## src/rtl/ahbl_sram_ctrl.sv

```systemverilog
// AHB-Lite slave bridging a 64-bit bus onto a single-port synchronous SRAM (1024 x 64).
// Reads issue in the address phase; a read that collides with a pending write costs one wait state.
module ahbl_sram_ctrl (
  input  logic        HCLK,
  input  logic        HRESET,
  input  logic        HSEL,
  input  logic [31:0] HADDR,
  input  logic [1:0]  HTRANS,
  input  logic        HWRITE,
  input  logic [2:0]  HSIZE,
  input  logic [63:0] HWDATA,
  input  logic        HREADY,
  output logic        HREADYOUT,
  output logic        HRESP,
  output logic [63:0] HRDATA,
  input  logic [63:0] SRAMRDATA,
  output logic [7:0]  SRAMWEN,
  output logic [63:0] SRAMWDATA,
  output logic        SRAMCS0,
  output logic [9:0]  SRAMADDR
);

  typedef enum logic [2:0] {
    StIdle,
    StWr,
    StRd,
    StRdw,
    StErr1,
    StErr2
  } state_e;

  state_e     state_q;
  logic [9:0] addr_q;
  logic [7:0] lanes_q;
  logic       ready_q;
  logic       resp_q;

  logic       can_accept;
  logic       accept;
  logic       size_ok;
  logic       align_ok;
  logic       xfer_err;
  logic       rd_now;
  logic [7:0] lanes;
  logic       unused_ok;

  assign unused_ok = ^{HADDR[31:13], HTRANS[0]};

  // ERR1 and RDW hold HREADYOUT low, so no new address phase can complete there.
  assign can_accept = (state_q == StIdle) || (state_q == StWr) ||
                      (state_q == StRd)   || (state_q == StErr2);
  assign accept     = HSEL & HREADY & HTRANS[1] & can_accept;

  always_comb begin
    size_ok  = 1'b1;
    align_ok = 1'b1;
    lanes    = 8'h00;
    case (HSIZE)
      3'd0: lanes = 8'h01 << HADDR[2:0];
      3'd1: begin
        lanes    = 8'h03 << HADDR[2:0];
        align_ok = ~HADDR[0];
      end
      3'd2: begin
        lanes    = 8'h0f << HADDR[2:0];
        align_ok = (HADDR[1:0] == 2'b00);
      end
      3'd3: begin
        lanes    = 8'hff;
        align_ok = (HADDR[2:0] == 3'b000);
      end
      default: size_ok = 1'b0;
    endcase
  end

  assign xfer_err = ~(size_ok & align_ok);
  // Read issued straight from the address phase unless the RAM port is busy with a write.
  assign rd_now   = accept & ~xfer_err & ~HWRITE & (state_q != StWr);

  always_ff @(posedge HCLK or posedge HRESET) begin
    if (HRESET) begin
      state_q <= StIdle;
      addr_q  <= '0;
      lanes_q <= '0;
      ready_q <= 1'b1;
      resp_q  <= 1'b0;
    end else begin
      case (state_q)
        StErr1: begin
          state_q <= StErr2;
          ready_q <= 1'b1;
          resp_q  <= 1'b1;
        end
        StRdw: begin
          state_q <= StRd;
          ready_q <= 1'b1;
          resp_q  <= 1'b0;
        end
        default: begin
          state_q <= StIdle;
          ready_q <= 1'b1;
          resp_q  <= 1'b0;
          if (accept) begin
            if (xfer_err) begin
              state_q <= StErr1;
              ready_q <= 1'b0;
              resp_q  <= 1'b1;
            end else if (HWRITE) begin
              state_q <= StWr;
              addr_q  <= HADDR[12:3];
              lanes_q <= lanes;
            end else if (state_q == StWr) begin
              state_q <= StRdw;
              addr_q  <= HADDR[12:3];
              ready_q <= 1'b0;
            end else begin
              state_q <= StRd;
            end
          end
        end
      endcase
    end
  end

  always_comb begin
    HREADYOUT = ready_q;
    HRESP     = resp_q;
    HRDATA    = '0;
    SRAMCS0   = 1'b0;
    SRAMWEN   = '0;
    SRAMADDR  = '0;
    SRAMWDATA = '0;
    // Gate on reset so an in-flight write or address-phase read is dropped immediately.
    if (!HRESET) begin
      case (state_q)
        StWr: begin
          SRAMCS0   = 1'b1;
          SRAMWEN   = lanes_q;
          SRAMADDR  = addr_q;
          SRAMWDATA = HWDATA;
        end
        StRdw: begin
          SRAMCS0  = 1'b1;
          SRAMADDR = addr_q;
        end
        StRd: HRDATA = SRAMRDATA;
        default: ;
      endcase
      if (rd_now) begin
        SRAMCS0  = 1'b1;
        SRAMADDR = HADDR[12:3];
      end
    end
  end

endmodule

```

## config.mk

```make
export PLATFORM = sky130hd
export DESIGN_NAME = ahbl_sram_ctrl
export DESIGN_NICKNAME = d
export VERILOG_FILES = /design/src/rtl/ahbl_sram_ctrl.sv
export SDC_FILE = /design/constraint.sdc
export NUM_CORES = 1
export LEC_CHECK = 0
export CORE_AREA = 2 2 123 125
export DETAILED_ROUTE_END_ITERATION = 16
export DIE_AREA = 0 0 125 127
export PLACE_DENSITY = 0.61
export SKIP_CTS_REPAIR_TIMING = 1
export SLEW_MARGIN = 20
export SYNTH_ARGS = -nofsm -noshare
export SYNTH_HDL_FRONTEND = slang
export SYNTH_SLANG_ARGS = --single-unit
```

## constraint.sdc

```tcl
create_clock -name HCLK -period 4.22 [get_ports HCLK]
set_input_delay 0.844 -clock HCLK [delete_from_list [all_inputs] [get_ports HCLK]]
set_output_delay 0.844 -clock HCLK [all_outputs]
set_load 0.005 [all_outputs]
```

==> results summary, run 1 <==
Clock-pin slew was measured on the worst setup and hold paths at 0.06 ns. The x dimension of the die is 125 um. In this run the most critical hold path is launched from addr_q[8].

VDD sags by at most 0.127 mV. The detailed-router iteration count before antenna repair came out at 4. In this run the core area contains 44 standard-cell rows. The dominant register cell in the synthesized netlist is sky130_fd_sc_hd__dfrtp_1.

The number of failing hold endpoints at the final stage came out at 0. Setup repair after global routing left no endpoint under its margin. The worst-path maximum fanout is 9. Setup violations remaining at the end of the flow were counted as 0. In this run the number of H-tree levels came out at 1.

The count of buffers added on input and output ports is 298. The reported leakage power is 2.38 nW. The total count of max-transition violations in the final report is 0.

The post-synthesis instance area is 0.00227 mm2. The worst-skew pair later-pin latency came out at 0.26 ns. The number of clock buffers inserted by TritonCTS is 3. For the worst flop-to-flop path, the logic depth is 4. The number of antenna violations at the first check in global routing came out at 2. At the worst endpoint, the required time is 3.38 ns. Of the total power, registers draw 0.268. The post-route cell area came out at 0.00555 mm2. The maximum number of pins on one net before global-route repair came out at 81. The endpoint of the worst-slack reg-to-reg timing path is lanes_q[1].

The class of the tightest hold or removal check is flip-flop to flip-flop. The DRC violation total after the first TritonRoute iteration came out at 80. The share of final-layout standard cells stronger than drive strength 1 came out at 0.0708.

The launching element type of the critical path is an input pin. The die extent in y came out at 127 um. Dividing the synthesized area by the synthesized cell count gives 8.13 um2. The path with the worst hold slack has its endpoint at addr_q[8]. For the final routed database, the setup TNS stands at 0 ns. Of the total power, the share spent switching nets is 0.311. The relative area change from synthesis to final layout came out at 145%.

The run finished with clean final reports. The setup path with the least slack is of type input pin to output port. Counting every net in the synthesized netlist gives 449.

The routed wirelength normalized by instance count is 17.3 um. The warning count from the yosys run came out at 0. The most frequent cell on the critical path is sky130_fd_sc_hd__clkdlybuf4s50_1. The startpoint of the most critical setup path is HADDR[0]. Derived from the worst setup path, the maximum achievable clock frequency is 252 MHz.

The share of synthesized area in the top cell type comes to 0.232. The worst setup skew after layout came out at 0.00154 ns. The combinational group share of total power came out at 0.560. The shortest clock period the worst path allows after layout came out at 3.97 ns. The startpoint of the worst-slack reg-to-reg timing path is state_q[0].

The cell family contributing the most delay on the critical path is buffers and inverters. The number of vias in the routed layout came out at 3227. In this run the tightest slew margin relative to its limit is 0.631.

TritonCTS built the clock tree. In the layout the commonest cells are sky130_fd_sc_hd__clkdlybuf4s50_1, sky130_fd_sc_hd__and3_1, sky130_fd_sc_hd__and2_1, sky130_fd_sc_hd__dfrtp_1, sky130_fd_sc_hd__mux2_4. The die outline area came out at 0.0159 mm2. The internal power component is 0.826 mW. The biggest area contributor in the post-synthesis netlist is sky130_fd_sc_hd__dfrtp_1.

The initial utilization of the core area, before any placement, comes to 0.157. The worst setup slack for register-to-register paths came out at 2.29 ns. The number of vias per cell came out at 4.30. The area of the placeable core is 0.0144 mm2. The wire length of the first global-routing pass is 19.2 mm.

On the critical path, the stage with the largest delay is an instance of sky130_fd_sc_hd__clkdlybuf4s50_1. Of the total power, the clock network draws 0.172. The final routed wirelength across all metal layers came out at 13.0 mm. The number of violations of the max-capacitance limit came out at 0. Detailed placement ended at an HPWL of 10.8 mm.

The top-level port count is 319. The critical path goes through clkdlybuf4s50_1 > o21a_1 > a211o_1 > or3_1 > a21oi_1 > clkdlybuf4s50_1. Of the synthesized area, sequential elements account for 0.243. In this run the power spent charging and discharging nets is 0.373 mW. The maximum buffer depth of the clock tree came out at 2. The placed standard-cell area is 0.00546 mm2.

Counting instances, the worst hold path has a depth of 1. The total global routing overflow came out at 0. The number of global-route vias before repair came out at 3372.

The delay of the slowest cell on the worst path came out at 0.56 ns. By area the synthesized netlist is led by sky130_fd_sc_hd__dfrtp_1, sky130_fd_sc_hd__and3_1, sky130_fd_sc_hd__and2_1. In the finished design, the share of the clock period the worst path needs comes to 0.941. Leaving out fill and tap cells, the most frequent cell in the layout is sky130_fd_sc_hd__clkdlybuf4s50_1. STA classifies the critical path endpoint as an output port. The number of nets in the final layout is 736. The routability congestion estimate from global placement is 0.866. The distinct cell type count after synthesis is 40. Once detail routing completed, the nets flagged for antenna violations numbered 0. In this run, synthesis inferred 0 flip-flops with an integrated enable. The post-synthesis sequential element count came out at 22. Of all flip-flops after synthesis, the portion carrying an async set or reset was 1.00. The number of clock sinks seen by CTS is 22.

The total global routing track utilization is 0.155. The actual slew at the worst max-slew pin came out at 0.553 ns. The number of cells produced by synthesis came out at 279. The final routed DRC violation total came out at 0. The data arrival at the endpoint of the critical path is 3.13 ns.

The ratio of total power to cell area is 216 mW/mm2. The critical path buffer and inverter count is 2. The clock tree root buffer cell is sky130_fd_sc_hd__clkbuf_16.
## cell type report
type,count,area [um2]
fillers,1462,8880
repair buffers,310,3090
multi-input cells,224,1580
flip-flops and latches,22,552
well taps,184,230
clock buffers,4,78.8
inverters,5,18.8
diodes,2,5.00
## state kept, by name (all words and copies together), names as in the netlist
name / cells
addr_q: 10
state_q: 2
lanes_q: 8
HREADYOUT: 1
HRESP: 1
## per-layer routing
metal | up-vias | global-route usage | wire (um)
met1 | 1479 | 0.142 | 4270
met2 | 195 | 0.318 | 7180
li1 | 1542 | - | -
met4 | 0 | 0.0588 | 322
met3 | 11 | 0.0465 | 1250
met5 | - | 0 | 0
## cell usage after synthesis, types with 2 or more instances
master / n
sky130_fd_sc_hd__a21oi_1: 8
sky130_fd_sc_hd__a22o_1: 10
sky130_fd_sc_hd__a31oi_1: 4
sky130_fd_sc_hd__and2_1: 64
sky130_fd_sc_hd__and3_1: 73
sky130_fd_sc_hd__buf_6: 2
sky130_fd_sc_hd__clkbuf_1: 24
sky130_fd_sc_hd__dfrtp_1: 21
sky130_fd_sc_hd__inv_1: 4
sky130_fd_sc_hd__mux2_4: 15
sky130_fd_sc_hd__mux2i_1: 2
sky130_fd_sc_hd__nand2_1: 4
sky130_fd_sc_hd__nand2b_1: 4
sky130_fd_sc_hd__nor2_1: 5
sky130_fd_sc_hd__nor2b_1: 3
sky130_fd_sc_hd__nor3_1: 5
sky130_fd_sc_hd__o21ai_0: 7
sky130_fd_sc_hd__or2_2: 2
## worst max path at each step
stage / to / cells after the start
floorplan: SRAMWDATA[56] / 3
global placement: SRAMADDR[7] / 7
detailed placement: SRAMADDR[1] / 7
CTS: SRAMCS0 / 6
global route: SRAMADDR[2] / 7
finish: SRAMCS0 / 6
## cells by family (layout without fill, tap and decap cells)
family,count (synthesis),in the layout,synth area share
AO/OA/AOI/OAI,36,36,0.108
buffers and inverters,33,319,0.0618
AND/OR/NAND/NOR,170,170,0.474
multiplexers,18,18,0.113
other,0,2,0
flip-flops,22,22,0.243
## metrics by stage
stage | util | instances | setup slack [ns] | hold slack, ns | power (mW)
final | 0.384 | 751 | 0.248 | 0.505 | 1.20
after global routing | 0.384 | 751 | 0.135 | 0.519 | 1.28
after CTS | 0.384 | 749 | 0.226 | 0.510 | 1.22
after detailed placement | 0.379 | 745 | 0.246 | 0.493 | 0.998
after global placement | 0.379 | 745 | 0.264 | 0.489 | 0.989
after floorplan | - | 279 | 1.34 | 0.459 | 0.592
## power groups by stage
stage          registers [mW]  clock network [mW]  logic, mW
5_1_grt                 0.330               0.221      0.728
6_report                0.321               0.206      0.671
4_1_cts                 0.322               0.218      0.679
3_5_place_dp            0.324                   0      0.674
2_1_floorplan           0.312                   0      0.280
3_3_place_gp            0.322                   0      0.667
Power figures use the tool's default switching activity.
==> run 2: changes to the inputs <==
--- a/config.mk
+++ b/config.mk
@@ -5,10 +5,11 @@
 export SDC_FILE = /design/constraint.sdc
 export NUM_CORES = 1
 export LEC_CHECK = 0
-export CORE_AREA = 2 2 123 125
+export ABC_AREA = 1
+export CORE_AREA = 2 2 124 126
 export DETAILED_ROUTE_END_ITERATION = 16
-export DIE_AREA = 0 0 125 127
-export PLACE_DENSITY = 0.61
+export DIE_AREA = 0 0 126 128
+export PLACE_DENSITY = 0.62
 export SKIP_CTS_REPAIR_TIMING = 1
 export SLEW_MARGIN = 20
 export SYNTH_ARGS = -nofsm -noshare
==> run 2 against run 1 <==
Compared with the run above:
- utilization decreased by 0.33 points
- sequential share of layout area decreased by 0.21 points
- combinational power hardly changed
- area after synthesis increased by 5.9%
- first-iteration DRC count increased by 71%
- global-route usage down 0.68 points
- worst hold slack worse by 0.037 ns
- clock power grew 8%
- critical path depth increased by 4
- synthesized cell count grew 75%
- critical path type unchanged
- largest cell class unchanged
- highest routed layer unchanged
==> results summary, run 2 <==
The run finished with clean final reports. Of the cells placed in the final design, the portion with a size suffix greater than 1 is 0.0232. In this run the tool buffered the top-level ports with 298 buffer cells. The floorplan step defined a die boundary enclosing 0.0161 mm2.

The number of failing hold endpoints at the final stage is 0. The effective utilization at floorplan came out at 0.162. The clock input transition at the sequential cells of the worst setup and hold paths came out at 0.06 ns. The number of cells produced by synthesis came out at 488. The final design utilization is 0.381. The layout has 1586 filler cells. Entering global routing, the biggest net connects 73 pins. The worst setup path is captured at an output port. The top-level port count is 319. The DRC violation total after the first TritonRoute iteration is 137. The library cells used most frequently in the layout, excluding fill and tap cells, are sky130_fd_sc_hd__clkdlybuf4s50_1, sky130_fd_sc_hd__nor2_1, sky130_fd_sc_hd__inv_1, sky130_fd_sc_hd__nand2_1, sky130_fd_sc_hd__dfrtp_1. Setup repair after global routing left no endpoint under its margin.

Dividing total power by cell area gives a power density of 216 mW/mm2. The share of async-settable or async-resettable flops after synthesis is 1.00. The worst setup path is of the input pin to output port kind. The share of synthesized area occupied by flip-flops and latches came out at 0.230. The number of clock sinks seen by CTS came out at 22. At the later pin of the worst-skew pair, clock insertion delay measures 0.26 ns.

The worst path in the final design needs a cycle of 3.70 ns, including I/O delays and setup. The worst setup slack for register-to-register paths came out at 2.19 ns. The final routed DRC violation total is 0. The number of antenna violations at the first check in global routing is 1. The net count after synthesis is 658.

The number of global-route vias before repair was 3217. The number of rows in the core area came out at 45. Headroom to the max-slew limit came out at 0.456.

The x dimension of the die is 126 um. TritonCTS built the clock tree. The most frequent standard cell in the layout excluding fill and tap cells is sky130_fd_sc_hd__clkdlybuf4s50_1.

In the synthesized netlist, the cells that appear most often are sky130_fd_sc_hd__nor2_1, sky130_fd_sc_hd__inv_1, sky130_fd_sc_hd__nand2_1. The cell count after placement came out at 960. The relative area change from synthesis to final layout came out at 136%.

More flip-flops sit in one register than any other, and that register is addr_q. For this run, the number of Yosys warnings is 0. The post-synthesis instance area came out at 0.00240 mm2.

Setup slack on the critical path of the routed design comes to 0.519 ns. Of the available clock period, the critical path in the final layout requires 0.877. Counting flops with a built-in enable in the synthesized netlist gives 0. The most used flip-flop cell after synthesis is sky130_fd_sc_hd__dfrtp_1.

In this run, CTS created clock tree buffers numbering 3. The number of setup violations in the final report came out at 0. At the worst endpoint, the arrival time is 2.86 ns. Of the post-synthesis cell area, the dominant cell type holds 0.261.

The largest registers in the layout are addr_q (10), lanes_q (8), state_q (2). The total half-perimeter wirelength after legalization and detailed placement is 11.1 mm. The number of vias in the routed layout is 3599. At the worst endpoint, the required time is 3.38 ns. The area of the placeable core is 0.0149 mm2. By instance count, the leading cell after synthesis is sky130_fd_sc_hd__nor2_1. The cell sitting at the root of the clock tree is a sky130_fd_sc_hd__clkbuf_16.

Of all cell types, the one taking the most synthesized area is sky130_fd_sc_hd__nor2_1. No sink is reached through more buffers than the 2 on the longest clock path. The average footprint of a synthesized cell came out at 4.92 um2.

STA classifies the critical path startpoint as an input pin. Across the run, the number of max-cap violations was 0. Summed over all cells, the static leakage comes to 2.91 nW. Timing analysis after detailed placement gives a worst setup slack of 0.506 ns. The number of nets in the final layout came out at 947.

The startpoint of the worst-slack reg-to-reg timing path is HRESP. The worst-case reg-to-reg path depth came out at 8. The wire length of the first global-routing pass is 18.7 mm. In this run the critical register-to-register path is captured at addr_q[8]. The total negative setup slack is 0 ns. For this run, the top clock speed supported by timing is 270 MHz. Yosys attributes the largest share of cell area to sky130_fd_sc_hd__nor2_1, sky130_fd_sc_hd__inv_1, sky130_fd_sc_hd__dfrtp_1. The die extent in y is 128 um. For this run, the total global-route usage over all layers was measured as 0.148.

The total count of max-transition violations in the final report is 0. The worst-path maximum fanout came out at 20. In this run the worst hold path is classified as flip-flop to flip-flop. In this run, distinct cell masters in the synthesized netlist total 21. The number of antenna-violating nets in the routed design is 0. Before antenna repair, the detailed router went through 4 iterations. Tracing the worst setup path back leads to its startpoint at HSIZE[2]. The flip-flop count of the largest register after layout is 10.

For the pin with the worst max-slew slack, the measured transition is 0.813 ns. The worst ir drop on vdd is 0.214 mV. Using the TritonRoute via totals, the vias-per-cell ratio works out to 3.73. The post-synthesis sequential element count is 22. After global routing the overflow that remains totals 0. In this run the number of H-tree levels came out at 1. The worst setup skew after layout is 0.00410 ns. The routability congestion estimate from global placement is 0.803. The routed wirelength normalized by instance count is 13.5 um. The overall power consumption is 1.23 mW. Once layout is complete, the cells apart from fillers number 965.

The most critical setup path has its endpoint at SRAMADDR[9]. The final routed wirelength across all metal layers came out at 13.0 mm.
==> run 2: changes by cell type after synthesis, sizes merged, moves of 5 or more <==
cell    change
nand2      +83
nor3        -5
mux2       -16
and2       -64
clkbuf     -10
a21oi       +7
nand3      +14
a22o       -10
and3       -73
nor2      +164
inv       +147
o21ai       -6
==> run 2: area by class of cell <==
type                       instances  area [um2]  area share
sequential                        22         552      0.0974
multi-input combinational        295        1200       0.211
antenna                            1        2.50    0.000442
tap                              188         235      0.0415
inverter                         152         571       0.101
timing repair buffer             303        3020       0.533
clock buffer                       4        88.8      0.0157
==> run 2: worst min path at each step <==
stage | to | cells past startpoint | start
2_1_floorplan | addr_q[8] | 2 | addr_q[8]
3_3_place_gp | addr_q[5] | 2 | addr_q[5]
3_5_place_dp | addr_q[7] | 2 | addr_q[7]
4_1_cts | addr_q[7] | 2 | addr_q[7]
5_1_grt | addr_q[9] | 2 | addr_q[9]
6_report | addr_q[9] | 2 | addr_q[9]
==> run 2: power by group <==
part	internal [mW]	leakage, nW	switching [mW]
clock network	0.145	0.0442	0.0779
logic	0.375	2.59	0.294
registers	0.291	0.280	0.0439
total	0.810	2.91	0.416
==> run 2: metal layers <==
layer  track usage  part of all wire  vias up
met2         0.276              0.52      121
li1              -                 -     1924
met5             0                 0        -
met1         0.182              0.41     1549
met3        0.0263             0.062        5
met4        0.0239            0.0041        0
==> run 2: logic make-up (layout without fill, tap and decap cells) <==
logic type,Yosys count,after routing,synth area share
flops,22,22,0.230
simple gates,276,276,0.458
other cells,0,1,0
buf+inv,171,459,0.272
compound gates,19,19,0.0406
==> run 2: through the flow <==
step | area (um2) | hold slack, ns
CTS | 5660 | 0.475
floorplan | 2400 | 0.441
global route | 5670 | 0.497
detailed placement | 5570 | 0.459
finish | 5670 | 0.468
global placement | 5570 | 0.455
==> run 2: critical path: stages <==
cell and delay, ns:
sky130_fd_sc_hd__clkdlybuf4s50_1 0.51, sky130_fd_sc_hd__nor2_2 0.21, sky130_fd_sc_hd__nand3_1 0.09, sky130_fd_sc_hd__nand2_1 0.16
sky130_fd_sc_hd__nand3b_1 0.10, sky130_fd_sc_hd__buf_4 0.21, sky130_fd_sc_hd__nand2_1 0.07, sky130_fd_sc_hd__nand2_1 0.05
sky130_fd_sc_hd__nor2_1 0.10, sky130_fd_sc_hd__clkdlybuf4s50_1 0.52
==> RTL edit 1, RTL diff (flow settings as in run 2) <==
Make the reset (`HRESET`) synchronous in one clocked block.
--- a/src/rtl/ahbl_sram_ctrl.sv
+++ b/src/rtl/ahbl_sram_ctrl.sv
@@ -79,3 +79,3 @@
 
-  always_ff @(posedge HCLK or posedge HRESET) begin
+  always_ff @(posedge HCLK) begin
     if (HRESET) begin
Check against the original RTL: differs if HRESET is asserted again (counterexample within 4 cycles, from zero or initial values and one cycle with HRESET high); with HRESET held inactive, the same outputs for 4 cycles.
==> RTL edit 1 against run 2 <==
  * Design area about the same
  * Sequential cell count unchanged
  * Register-to-register slack lost 60 ps
  * Wire length decreased by 5.0%
  * Clock skew increased by 4.9 ps
  * Worst setup slack better by 50 ps
  * Synthesized area down 0.52%
Power is not compared: it rests on default switching activity, and its combinational part moved more than twofold at a synthesized area within 25%.
==> RTL edit 1: results (changes against run 2) <==
placement:
  hpwlAfterDp_um: 10300  # was 11100 um
  gp_congestion: 0.820  # was 0.803
  dp_cells: 976  # was 960
  dpl-instance-area_sq_mm: 0.00556  # was 0.00557 sq mm
  io_buffers: 298  # unchanged
  dp_slack_ps: 555  # was 506 ps
global_routing:
  grt_max_degree: 73  # unchanged
  grt_pass1_wl_um: 18500  # was 18700 um
  antenna_found_initial: 2  # was 1
  grt_pass1_vias: 3256  # was 3217
  track_usage_pct: 14.2  # was 14.8%
min_path:
  hold_class: "reg -> reg"  # unchanged
detailed_routing:
  first_iter_violations: 166  # was 137
  wl_per_cell_um: 12.6  # was 13.5 um
  vias_per_cell: 3.75  # was 3.73
  vias: 3676  # was 3599
  drt_pass1_iterations: 5  # was 4
synthesis:
  syn_nets: 678  # was 658
  ys_top_cells_by_area: "nor2_1 27%, inv_1 25%, dfxtp_1 18%"  # was nor2_1 26%, inv_1 23%, dfrtp_1 22%
  synthTopCellsByCount: "173 x nor2_1, 160 x inv_1, 72 x nand2_1"  # was 167 x nor2_1, 150 x inv_1, 85 x nand2_1
  synth-warning-count: 0  # unchanged
  synthArstFlopShare_pct: 0  # was 100%
  synth_xor_area_share_pct: 0  # unchanged
  ys_types: 20  # was 21
  synth_cells: 508  # was 488
  synth-main-ff-cell: "dfxtp_1"  # was dfrtp_1
  synth_mux_area_share_pct: 0  # unchanged
  synth-adder-area-share_pct: 0  # unchanged
  synth_compound_area_share_pct: 5.34  # was 4.06%
  ys_seq_area_share_pct: 18.4  # was 23.0%
final_layout:
  n_antenna_cell: 0  # was 1
  fin_nets: 963  # was 947
  fillers: 1601  # was 1586
  drive_above_1_share_pct: 1.89  # was 2.32%
critical_path:
  cp.arrival_ps: 2810  # was 2860 ps
  path_max_fanout: 64  # was 20
clock_network:
  root_buffer: "clkbuf_16"  # unchanged
  cts.htree.levels: 1  # unchanged
  clkSlewWorstSetupHoldPaths_ps: 60  # about the same
  cts_made_buffers: 3  # unchanged
sta:
  fin_skew_ps: 8.96  # was 4.10 ps
  setup_viol: 0  # unchanged
  tightest_slew_ps: 782  # was 813 ps
power:
  vdd_drop_max_mv: 0.189
outcome:
  status: "complete, no violations"  # unchanged
## RTL edit 1: area by class of cell
| type | instances | share of cell area (%) |
|---|---|---|
| timing repair buffer | 303 | 53.5 |
| multi-input combinational | 300 | 21.9 |
| inverter | 163 | 10.8 |
| sequential | 22 | 7.77 |
| tap | 188 | 4.15 |
| clock buffer | 3 | 1.32 |
| clock inverter | 1 | 0.530 |
## RTL edit 1: logic make-up (layout without fill, tap and decap cells)
family | Yosys count | count (layout)
flip-flops | 22 | 22
AND/OR/NAND/NOR | 276 | 276
buffers and inverters | 186 | 470
AO/OA/AOI/OAI | 24 | 24
## RTL edit 1: stage by stage
| step | util, % | hold slack, ps |
|---|---|---|
| 2_1_floorplan | - | 489 |
| 3_3_place_gp | 37.4 | 499 |
| 3_5_place_dp | 37.4 | 500 |
| 4_1_cts | 38.1 | 512 |
| 5_1_grt | 38.1 | 548 |
| 6_report | 38.1 | 511 |
## RTL edit 1: worst paths after layout
check             start         end  slack [ps]  depth (start not counted)
max              HRESET  HRDATA[48]         570                          6
min           addr_q[0]   addr_q[0]         510                          4
max reg2reg  state_q[0]   addr_q[4]        2130                          7
min reg2reg   addr_q[0]   addr_q[0]         510                          4
## RTL edit 1: layer usage
layer  up-vias  GRT usage, %  share of wire, %
met2       135          24.4                47
met1      1547          17.8                43
met5         -             0              0.19
met3        11          4.42               8.9
li1       1979             -                 -
met4         4          2.00              0.84
## RTL edit 1: where the power goes
| part | internal, mW | switching [mW] | total [mW] |
|---|---|---|---|
| clock network | 0.189 | 0.0798 | 0.268 |
| registers | 0.211 | 0.00193 | 0.213 |
| logic | 0.157 | 0.0859 | 0.243 |
## RTL edit 1: worst max-delay path, cell delays in order
cell and delay, ps:
clkdlybuf4s50_1 490, inv_1 170, nand4_1 150, buf_4 520, nor2_1 100, clkdlybuf4s50_1 490
==> RTL edit 2, RTL diff (config.mk and constraints of run 2) <==
Made on the original files. Re-encode `state_e` (6 states) as Gray code, 3 bits wide.
--- a/src/rtl/ahbl_sram_ctrl.sv
+++ b/src/rtl/ahbl_sram_ctrl.sv
@@ -23,8 +23,8 @@
   typedef enum logic [2:0] {
-    StIdle,
-    StWr,
-    StRd,
-    StRdw,
-    StErr1,
-    StErr2
+    StIdle = 3'b000,
+    StWr   = 3'b001,
+    StRd   = 3'b011,
+    StRdw  = 3'b010,
+    StErr1 = 3'b110,
+    StErr2 = 3'b111
   } state_e;
Behaviour: no difference found for any inputs over 4 cycles, from zero or initial values and one cycle with HRESET high; so few cycles prove little.
==> RTL edit 2 against run 2 <==
  * Count of clock-buffer cells in the layout is the same
  * Combinational power grew 8.2%
  * Synthesized cell count fell by 0.82%
  * Worst setup slack lost 130 ps
  * Design area is 0.68% higher
  * Wire length is 7.5% lower
  * Synthesized area up 1.2%
  * Register-to-register slack better by 370 ps
  * Cell count down 0.31%
  * Sequential cell count unchanged
  * Critical path depth up 1
  * Total power up 2.0%
  * Highest routed layer is now met5
  * Hold slack improved by 13 ps
  * Critical path type unchanged
  * Global-route usage decreased by 1.5 points
==> RTL edit 2: results (changes against run 2) <==
synthesis:
  syn_nets: 654  # was 658
  synth-warning-count: 0  # unchanged
  synth-main-ff-cell: "dfrtp_1"  # unchanged
  synthArstFlopShare_pct: 100  # unchanged
  synthTopCellsByCount: "148 x inv_1, 144 x nor2_1, 97 x nand2_1"  # was 167 x nor2_1, 150 x inv_1, 85 x nand2_1
  ys_top_cells_by_area: "inv_1 23%, nor2_1 22%, dfrtp_1 22%"  # was nor2_1 26%, inv_1 23%, dfrtp_1 22%
  ys_types: 24  # was 21
  avgSynthCellArea_sq_um: 5.02  # was 4.92 sq um
  ys_seq_area_share_pct: 22.7  # was 23.0%
critical_path:
  cp_slowest_stage_delay_ps: 520  # about the same
  path_max_fanout: 18  # was 20
  cp.arrival_ps: 2990  # was 2860 ps
  rrSetupSlack_ps: 2560  # was 2190 ps
  reg2reg_from: "state_q[1]"  # was HRESP
  worst_r2r_path_depth: 8  # unchanged
  cpMaxStageDelayCell: "clkdlybuf4s50_1"  # unchanged
  r2r_end: "addr_q[5]"  # was addr_q[8]
detailed_routing:
  vias: 3610  # was 3599
  vias_per_cell: 3.75  # was 3.73
  wl_um: 12000  # was 13000 um
  drt_pass1_iterations: 4  # unchanged
  first_iter_violations: 147  # was 137
sta:
  fin_skew_ps: 5.64  # was 4.10 ps
  tns_ps: 0  # unchanged
  tightest_slew_ps: 706  # was 813 ps
global_routing:
  track_usage_pct: 13.4  # was 14.8%
  grt_max_degree: 73  # unchanged
  grt_pass1_wl_um: 17300  # was 18700 um
  antenna_found_initial: 1  # unchanged
  grt_pass1_vias: 3087  # was 3217
placement:
  gp_congestion: 0.790  # was 0.803
  io_buffers: 298  # unchanged
  hpwlAfterDp_um: 10100  # was 11100 um
  dpl-instance-area_sq_mm: 0.00562  # was 0.00557 sq mm
final_layout:
  fin_nets: 945  # was 947
  n_antenna_cell: 0  # was 1
  drive_above_1_share_pct: 3.23  # was 2.32%
  reg_top3: "addr_q: 10 flops, lanes_q: 8 flops, state_q: 2 flops"  # unchanged
  largest_reg_flops: 10  # unchanged
  fillers: 1607  # was 1586
clock_network:
  cts.path.max_buffers: 2  # unchanged
  clk_latency_ps: 260  # about the same
  root_buffer: "clkbuf_16"  # unchanged
  cts.htree.levels: 1  # unchanged
  cts_made_buffers: 3  # unchanged
  clkSlewWorstSetupHoldPaths_ps: 50
power:
  p_leak_nw: 2.87  # was 2.91 nW
  vdd_drop_max_mv: 0.191  # was 0.214 mV
min_path:
  worstHoldEndpoint: "lanes_q[4]"  # was addr_q[9]
  hold_class: "reg -> reg"  # unchanged
  min_path_cells: 2  # unchanged
  min_from: "lanes_q[4]"  # was addr_q[9]
outcome:
  status: "complete, no violations"  # unchanged
[RTL edit 2: cell count changes after synthesis, sizes merged, moves of 4 or more]
cell	change
a21oi	-4
nand2	+11
nand3	-10
nand4	+13
nor2	-25
o21ai	+11
[RTL edit 2: per-layer routing]
metal	global-route usage, %	wire, um
met1	16.7	4950
met2	23.6	6050
met3	2.75	824
met4	3.23	195
met5	0	13
[RTL edit 2: worst max-delay path by stage]
stage | from | end | slack, ps | cells after the start
4_1_cts | HSIZE[2] | SRAMCS0 | 380 | 11
3_3_place_gp | HSIZE[2] | SRAMCS0 | 380 | 11
3_5_place_dp | HSIZE[2] | SRAMCS0 | 400 | 11
2_1_floorplan | HRESET | HRDATA[10] | 1220 | 4
5_1_grt | HSIZE[2] | SRAMCS0 | 220 | 11
6_report | HSIZE[2] | SRAMCS0 | 390 | 11
[RTL edit 2: stage by stage]
step	power [mW]	hold WS, ps	worst slack (ps)
3_5_place_dp	1.05	466	396
6_report	1.25	481	391
4_1_cts	1.27	483	378
3_3_place_gp	1.04	464	379
2_1_floorplan	0.583	449	1220
5_1_grt	1.35	506	218
[RTL edit 2: cell type report]
class | instances | area, sq um | share of cell area (%)
timing repair buffer | 305 | 3040 | 53.2
clock buffer | 4 | 88.8 | 1.56
inverter | 155 | 588 | 10.3
sequential | 22 | 552 | 9.67
multi-input combinational | 288 | 1200 | 21.1
tap | 188 | 235 | 4.12
[RTL edit 2: power by group]
group / internal (mW) / switching [mW]
registers: 0.271 / 0.0374
clock network: 0.145 / 0.0741
logic: 0.412 / 0.312
[RTL edit 2: cell families (layout without fill, tap and decap cells)]
group,after synthesis,count (layout),synth area share [%]
compound gates,25,25,5.36
flops,22,22,22.7
buf+inv,174,464,27.9
simple gates,263,263,44.0
[RTL edit 2: critical path: cells and delay by family]
kind	cells	cell delay (ps)
AOI/OAI and AO/OA	1	130
buffers and inverters	4	1330
and+or+nand+nor	6	680
